--- config.mk ---
export PLATFORM = sky130hd
export DESIGN_NAME = wishbone_config_streamer
export DESIGN_NICKNAME = d
export VERILOG_FILES = /design/src/rtl/wb_cfg_pkg.sv /design/src/rtl/cfg_shift_engine.sv /design/src/rtl/wishbone_config_streamer.sv
export SDC_FILE = /design/constraint.sdc
export NUM_CORES = 1
export LEC_CHECK = 0
export ABC_AREA = 1
export BUFFER_PORTS_ARGS = -buffer_cell sky130_fd_sc_hd__buf_4
export CAP_MARGIN = 20
export CORE_MARGIN = 5
export CORE_UTILIZATION = 50
export CTS_CLUSTER_DIAMETER = 200
export DETAILED_ROUTE_END_ITERATION = 10
export PLACE_DENSITY = 0.71
export SLEW_MARGIN = 15
export SYNTH_ARGS = -nofsm -noshare
export SYNTH_HDL_FRONTEND = slang
export SYNTH_SLANG_ARGS = --single-unit
--- constraint.sdc ---
create_clock -name wb_clk_i -period 5.3 [get_ports wb_clk_i]
set_clock_uncertainty 0.15 [all_clocks]
set_input_delay 0.265 -clock wb_clk_i [delete_from_list [all_inputs] [get_ports wb_clk_i]]
set_output_delay 0.265 -clock wb_clk_i [all_outputs]
set_load 0.02 [all_outputs]
--- src/rtl/wb_cfg_pkg.sv ---
// Shared definitions for the Wishbone config streamer.
// Register offsets, STATUS bit positions and the shift engine state type.
package wb_cfg_pkg;

    localparam logic [4:0] OFF_STATUS   = 5'h00;
    localparam logic [4:0] OFF_DATA     = 5'h04;
    localparam logic [4:0] OFF_SET      = 5'h08;
    localparam logic [4:0] OFF_COUNT    = 5'h0C;
    localparam logic [4:0] OFF_READBACK = 5'h10;

    localparam int ST_SET_BUSY  = 0;
    localparam int ST_BUSY      = 1;
    localparam int ST_HOLD_FULL = 2;

    typedef enum logic {
        ENG_IDLE  = 1'b0,
        ENG_SHIFT = 1'b1
    } eng_state_e;

endpackage

--- src/rtl/cfg_shift_engine.sv ---
// Double-buffered shift engine: holding reg, shift reg, word counter.
// Optional readback capture is built when CFG_READBACK_EN is defined.
module cfg_shift_engine
    import wb_cfg_pkg::*;
#(
    parameter int NUM_CHAINS = 4,
    parameter int CNT_W      = 16
) (
    input  logic                  clk,
    input  logic                  rst_n,
    input  logic                  load_valid,
    input  logic [31:0]           load_data,
    input  logic                  cnt_clr,
`ifdef CFG_READBACK_EN
    input  logic [NUM_CHAINS-1:0] shift_in,
`endif
    output logic                  hold_full,
    output logic                  busy,
    output logic                  cen,
    output logic [NUM_CHAINS-1:0] shift_out,
    output logic [CNT_W-1:0]      count,
    output logic [31:0]           readback
);

    localparam int STEPS  = 32 / NUM_CHAINS;
    localparam int STEP_W = (STEPS > 1) ? $clog2(STEPS) : 1;
    localparam logic [STEP_W-1:0] LAST = STEP_W'(STEPS - 1);

    eng_state_e        state_q, state_d;
    logic [STEP_W-1:0] step_q, step_d;
    logic [31:0]       shift_q, shift_d;
    logic [31:0]       hold_q, hold_d;
    logic              hold_full_q, hold_full_d;
    logic [CNT_W-1:0]  cnt_q, cnt_d;
`ifdef CFG_READBACK_EN
    logic [31:0]       rb_sh_q, rb_sh_d;
    logic [31:0]       rb_q, rb_d;
`endif

    always_ff @(posedge clk or negedge rst_n) begin
        if (!rst_n) begin
            state_q     <= ENG_IDLE;
            step_q      <= '0;
            shift_q     <= '0;
            hold_q      <= '0;
            hold_full_q <= 1'b0;
            cnt_q       <= '0;
`ifdef CFG_READBACK_EN
            rb_sh_q     <= '0;
            rb_q        <= '0;
`endif
        end else begin
            state_q     <= state_d;
            step_q      <= step_d;
            shift_q     <= shift_d;
            hold_q      <= hold_d;
            hold_full_q <= hold_full_d;
            cnt_q       <= cnt_d;
`ifdef CFG_READBACK_EN
            rb_sh_q     <= rb_sh_d;
            rb_q        <= rb_d;
`endif
        end
    end

    always_comb begin
        state_d     = state_q;
        step_d      = step_q;
        shift_d     = shift_q;
        hold_d      = hold_q;
        hold_full_d = hold_full_q;
        cnt_d       = cnt_q;
`ifdef CFG_READBACK_EN
        rb_sh_d     = rb_sh_q;
        rb_d        = rb_q;
`endif
        if (state_q == ENG_SHIFT) begin
            shift_d = shift_q >> NUM_CHAINS;
            step_d  = step_q + 1'b1;
`ifdef CFG_READBACK_EN
            rb_sh_d = 32'({shift_in, rb_sh_q} >> NUM_CHAINS);
`endif
            if (step_q == LAST) begin
                cnt_d = cnt_q + 1'b1;
`ifdef CFG_READBACK_EN
                rb_d  = rb_sh_d;
`endif
                if (!hold_full_q)
                    state_d = ENG_IDLE;
            end
        end
        // Reload on the last step keeps cen high with no bubble.
        if (hold_full_q && (state_q == ENG_IDLE || step_q == LAST)) begin
            shift_d     = hold_q;
            step_d      = '0;
            hold_full_d = 1'b0;
            state_d     = ENG_SHIFT;
        end
        if (load_valid) begin
            hold_d      = load_data;
            hold_full_d = 1'b1;
        end
        if (cnt_clr)
            cnt_d = '0;
    end

    assign hold_full = hold_full_q;
    assign busy      = (state_q == ENG_SHIFT);
    assign cen       = (state_q == ENG_SHIFT);
    assign shift_out = shift_q[NUM_CHAINS-1:0];
    assign count     = cnt_q;
`ifdef CFG_READBACK_EN
    assign readback  = rb_q;
`else
    assign readback  = '0;
`endif

endmodule

--- src/rtl/wishbone_config_streamer.sv ---
// Wishbone slave feeding parallel FPGA config chains with a timed set pulse.
// Define CFG_READBACK_EN to add the shift_in port and READBACK capture.
module wishbone_config_streamer
    import wb_cfg_pkg::*;
#(
    parameter logic [31:0] BASE_ADDR  = 32'h3000_0000,
    parameter int          NUM_CHAINS = 4,
    parameter int          SET_CYCLES = 2,
    parameter int          CNT_W      = 16
) (
    input  logic                  wb_clk_i,
    input  logic                  wb_rst_ni,
    input  logic                  wbs_stb_i,
    input  logic                  wbs_cyc_i,
    input  logic                  wbs_we_i,
    input  logic [3:0]            wbs_sel_i,
    input  logic [31:0]           wbs_data_i,
    input  logic [31:0]           wbs_addr_i,
    output logic                  wbs_ack_o,
    output logic [31:0]           wbs_data_o,
    output logic                  cen,
    output logic [NUM_CHAINS-1:0] set_out,
    output logic [NUM_CHAINS-1:0] shift_out
`ifdef CFG_READBACK_EN
    ,
    input  logic [NUM_CHAINS-1:0] shift_in
`endif
);

    localparam int SC_W = $clog2(SET_CYCLES + 1);
    localparam logic [SC_W-1:0] SC_LOAD = SC_W'(SET_CYCLES);

    logic                  ack_q, ack_d;
    logic [31:0]           data_q, data_d;
    logic [SC_W-1:0]       set_cnt_q, set_cnt_d;
    logic [NUM_CHAINS-1:0] set_mask_q, set_mask_d;

    logic [4:0]       off;
    logic             req, hit, full_word, accept;
    logic             is_status, is_data, is_set, is_count, is_rb;
    logic             load_valid, cnt_clr, set_busy;
    logic             hold_full, busy;
    logic [CNT_W-1:0] count;
    logic [31:0]      readback, status;

    cfg_shift_engine #(
        .NUM_CHAINS (NUM_CHAINS),
        .CNT_W      (CNT_W)
    ) u_engine (
        .clk        (wb_clk_i),
        .rst_n      (wb_rst_ni),
        .load_valid (load_valid),
        .load_data  (wbs_data_i),
        .cnt_clr    (cnt_clr),
`ifdef CFG_READBACK_EN
        .shift_in   (shift_in),
`endif
        .hold_full  (hold_full),
        .busy       (busy),
        .cen        (cen),
        .shift_out  (shift_out),
        .count      (count),
        .readback   (readback)
    );

    always_ff @(posedge wb_clk_i or negedge wb_rst_ni) begin
        if (!wb_rst_ni) begin
            ack_q      <= 1'b0;
            data_q     <= '0;
            set_cnt_q  <= '0;
            set_mask_q <= '0;
        end else begin
            ack_q      <= ack_d;
            data_q     <= data_d;
            set_cnt_q  <= set_cnt_d;
            set_mask_q <= set_mask_d;
        end
    end

    assign set_busy = (set_cnt_q != '0);

    always_comb begin
        off       = wbs_addr_i[4:0];
        hit       = (wbs_addr_i[31:5] == BASE_ADDR[31:5]);
        req       = wbs_stb_i & wbs_cyc_i & ~ack_q;
        full_word = (wbs_sel_i == 4'hF);
        is_status = (off == OFF_STATUS);
        is_data   = (off == OFF_DATA);
        is_set    = (off == OFF_SET);
        is_count  = (off == OFF_COUNT);
        is_rb     = (off == OFF_READBACK);

        status               = '0;
        status[ST_SET_BUSY]  = set_busy;
        status[ST_BUSY]      = busy;
        status[ST_HOLD_FULL] = hold_full;

        // A full DATA word against a full holding reg waits for the engine.
        accept = req & hit &
                 ~(wbs_we_i & is_data & full_word & hold_full);
        ack_d      = accept;
        load_valid = accept & wbs_we_i & is_data & full_word;
        cnt_clr    = accept & wbs_we_i & is_count;

        data_d = '0;
        if (accept && !wbs_we_i) begin
            unique case (1'b1)
                is_status: data_d = status;
                is_count:  data_d = 32'(count);
                is_rb:     data_d = readback;
                default:   data_d = '0;
            endcase
        end

        set_cnt_d  = set_cnt_q;
        set_mask_d = set_mask_q;
        if (set_busy) begin
            set_cnt_d = set_cnt_q - 1'b1;
        end else if (accept && wbs_we_i && is_set && !busy && !hold_full) begin
            set_cnt_d  = SC_LOAD;
            set_mask_d = wbs_data_i[NUM_CHAINS-1:0];
        end
    end

    assign wbs_ack_o  = ack_q;
    assign wbs_data_o = data_q;
    assign set_out    = set_busy ? set_mask_q : '0;

endmodule
==> results_dict.tcl <==
set metrics [dict create \
    drc_errors 0 \
    place_inst 845 \
    slew_headroom_pct 26.4 \
    synth_top_area_share_pct 50.7 \
    slew_viol_final 0 \
    antenna_found_initial 0 \
    vias 4296 \
    coreArea_um2 10400 \
    drt_iter0_drc 233 \
    vias_per_cell 4.81 \
    diodes 0 \
    first_pass_iters 4 \
    synth.cell_area_um2 5330 \
    crit_arrival_ns 2.77 \
    cts.sink_count 108 \
    critPathRequiredTime_ns 5.41 \
    tightest_slew_ns 1.10 \
    grt-ovfl-total 0 \
    numCtsBuffers 9 \
    io_pins 115 \
    rows 37 \
    syn_avg_cell_area_um2 8.36 \
    synth-edff-count 0 \
    hpwl_mm 7.71 \
    syn_inst 638 \
    finalPower_w 0.00141 \
    status "completed" \
    tns_ns 0 \
    ys_seq_area_share_pct 50.7 \
    fin_util_pct 62.9 \
    cts_root_buf "clkbuf_8" \
    grt_pass1_wl_mm 19.1 \
    instances_no_fill 893 \
    clk_pin_slew_ns 0.09 \
    grt_max_degree 68 \
    synthArstFlopShare_pct 100 \
    final_hold_viol_count 0 \
    rsz0062_at_grt "false" \
    synth.most_common_cell "nand2_1" \
    postRouteAntennaNets 0 \
    fin_crit_sh_pct 50.4 \
    routed_wl_mm 11.0 \
    fp.dieH_um 113 \
    port_buffers 98 \
    routedWlPerCell_um 12.3 \
    min_path_type "in -> reg" \
    period_needed_ns 2.67 \
    ir_drop_mv 0.175 \
    leakagePower_nw 3.33 \
    drv_cap 0 \
    die_x_um 113 \
    grt_pass1_vias 4207 \
    yosys-top-cells-count "nand2_1 (164), dfrtp_1 (108), inv_1 (86)" \
    critPathLaunchType "register" \
    clk_path_buf_depth 2 \
    ys_ff_latch 108 \
    fillers 904 \
    cp-end-kind "register" \
    nets 830 \
    max_freq_ghz 0.375 \
    htree_num_levels 3 \
    drive_gt1_share_pct 19.4 \
    initial_core_util_pct 51.4 \
    synthTopCellsByArea "dfrtp_1 (51%), nand2_1 (12%), inv_1 (6.1%), nand3_1 (5.9%), nor2_1 (4.2%)" \
    place_congestion 0.924 \
    cts_setup_buffers 0 \
    cts_tree "done" \
    areaGrowthSynthToFinish_pct 22.4 \
    yosys_warnings 0 \
    synth_largest_area_cell "dfrtp_1" \
    critical_path_class "reg -> reg" \
    ys.flop_type "dfrtp_1" \
    yosysUniqueCellTypes 35 \
    critical_path.max_fanout 35 \
    p_per_area_nw_per_um2 216 \
    die-area_um2 12800 \
    finalSetupViolations 0 \
    grt_usage_pct 17.9 \
    insertion_delay_ns 0.37 \
]
## path summary, 6_finish.rpt
check	start	end	slack (ns)	depth (start not counted)
min in group asynchronous	wb_rst_ni	wbs_data_o[12]$_DFF_PN0_	0.38	2
setup / recovery	u_engine.hold_full$_DFFE_PN0P_	set_mask_q[3]$_DFFE_PN0P_	2.63	6
max in group asynchronous	wb_rst_ni	u_engine.shift_q[11]$_DFFE_PN0P_	3.57	3
hold / removal	wbs_data_i[21]	u_engine.hold_q[21]$_DFFE_PN0P_	0.03	3
setup reg to reg	u_engine.hold_full$_DFFE_PN0P_	set_mask_q[3]$_DFFE_PN0P_	2.63	6
hold reg to reg	u_engine.step_q[1]$_DFFE_PN0P_	u_engine.step_q[1]$_DFFE_PN0P_	0.34	2
## area by class of cell
| cell class | instances | area, µm² | area share [%] |
|---|---|---|---|
| flip-flops and latches | 108 | 2700 | 41.4 |
| multi-input cells | 412 | 2050 | 31.4 |
| repair buffers | 132 | 1080 | 16.6 |
| inverters | 89 | 334 | 5.12 |
| well taps | 136 | 170 | 2.61 |
| clock buffers | 11 | 131 | 2.01 |
| clock inverters | 5 | 52.6 | 0.805 |
## cells by family (layout without fill, tap and decap cells)
logic type                 Yosys count  in the layout  synth area share [%]
AOI/OAI and AO/OA                   60             60                  7.65
adders and majority gates            5              5                  1.17
xor gates and xnor gates             4              4                 0.657
buffers and inverters              133            237                  12.0
DFF                                108            108                  50.7
other                                1             16                0.0703
and+or+nand+nor                    327            327                  27.8
## state kept, by name (all words and copies together) (netlist names)
register,flops
set_cnt_q,2
set_mask_q,4
u_engine.busy,1
u_engine.count,16
u_engine.hold_full,1
u_engine.hold_q,32
u_engine.shift_q,32
u_engine.step_q,3
wbs_ack_o,1
wbs_data_o,16
## worst max-delay path, cell delays in order, from the launching register on
cell	delay, ns
dfrtp_1	0.46
nor2_4	0.70
inv_2	0.43
nor2_1	0.24
nand4_1	0.27
o21bai_1	0.21
nand2_1	0.08
## per-layer routing
metal / share of wire [%] / global-route usage (%) / wire, µm / vias up
met1: 44 / 22.9 / 4870 / 1985
met5: 0 / 0 / 0 / -
met2: 49 / 30.7 / 5340 / 104
met4: 1.6 / 6.25 / 177 / 0
li1: - / - / - / 2190
met3: 5.4 / 3.32 / 588 / 17
## metrics by stage
step	instance area [µm²]	worst slack (ns)	hold WS, ns
after floorplan	5390	3.53	-0.181
after global placement	6000	2.71	0.258
after detailed placement	6020	2.65	0.258
after CTS	6530	2.64	0.0103
after global routing	6530	2.37	0.0288
final	6530	2.63	0.0290
## layout by cell type (no fill, tap or decap), types with 3 or more instances in the layout
| master | count |
|---|---|
| nand2_1 | 164 |
| dfrtp_1 | 108 |
| buf_4 | 99 |
| inv_1 | 86 |
| nand3_1 | 62 |
| nor2_1 | 59 |
| dlygate4sd3_1 | 32 |
| o21ai_1 | 22 |
| o21ai_0 | 17 |
| conb_1 | 16 |
| nor2_4 | 12 |
| clkbuf_8 | 9 |
| nand4_1 | 8 |
| o311ai_2 | 7 |
| ha_1 | 5 |
| o211ai_1 | 4 |
| o21bai_1 | 4 |
| nor3_1 | 4 |
| nand3b_1 | 4 |
| nor2_2 | 3 |
| inv_2 | 3 |
| or2_2 | 3 |
| clkinv_2 | 3 |
## power breakdown
group	total (W)	switching, W	internal (W)	leakage, nW
logic	0.000106	0.0000511	0.0000552	1.75
registers	0.000823	0.000000000000252	0.000823	1.48
clock network	0.000480	0.000263	0.000217	0.0931
total	0.00141	0.000314	0.00110	3.33
## repair_timing
item	4_1_cts	5_1_grt
gates resized for setup	0	0
endpoints found under the hold margin	100	0
hold buffers	32	0
No activity file was read; power rests on OpenSTA's default activity.
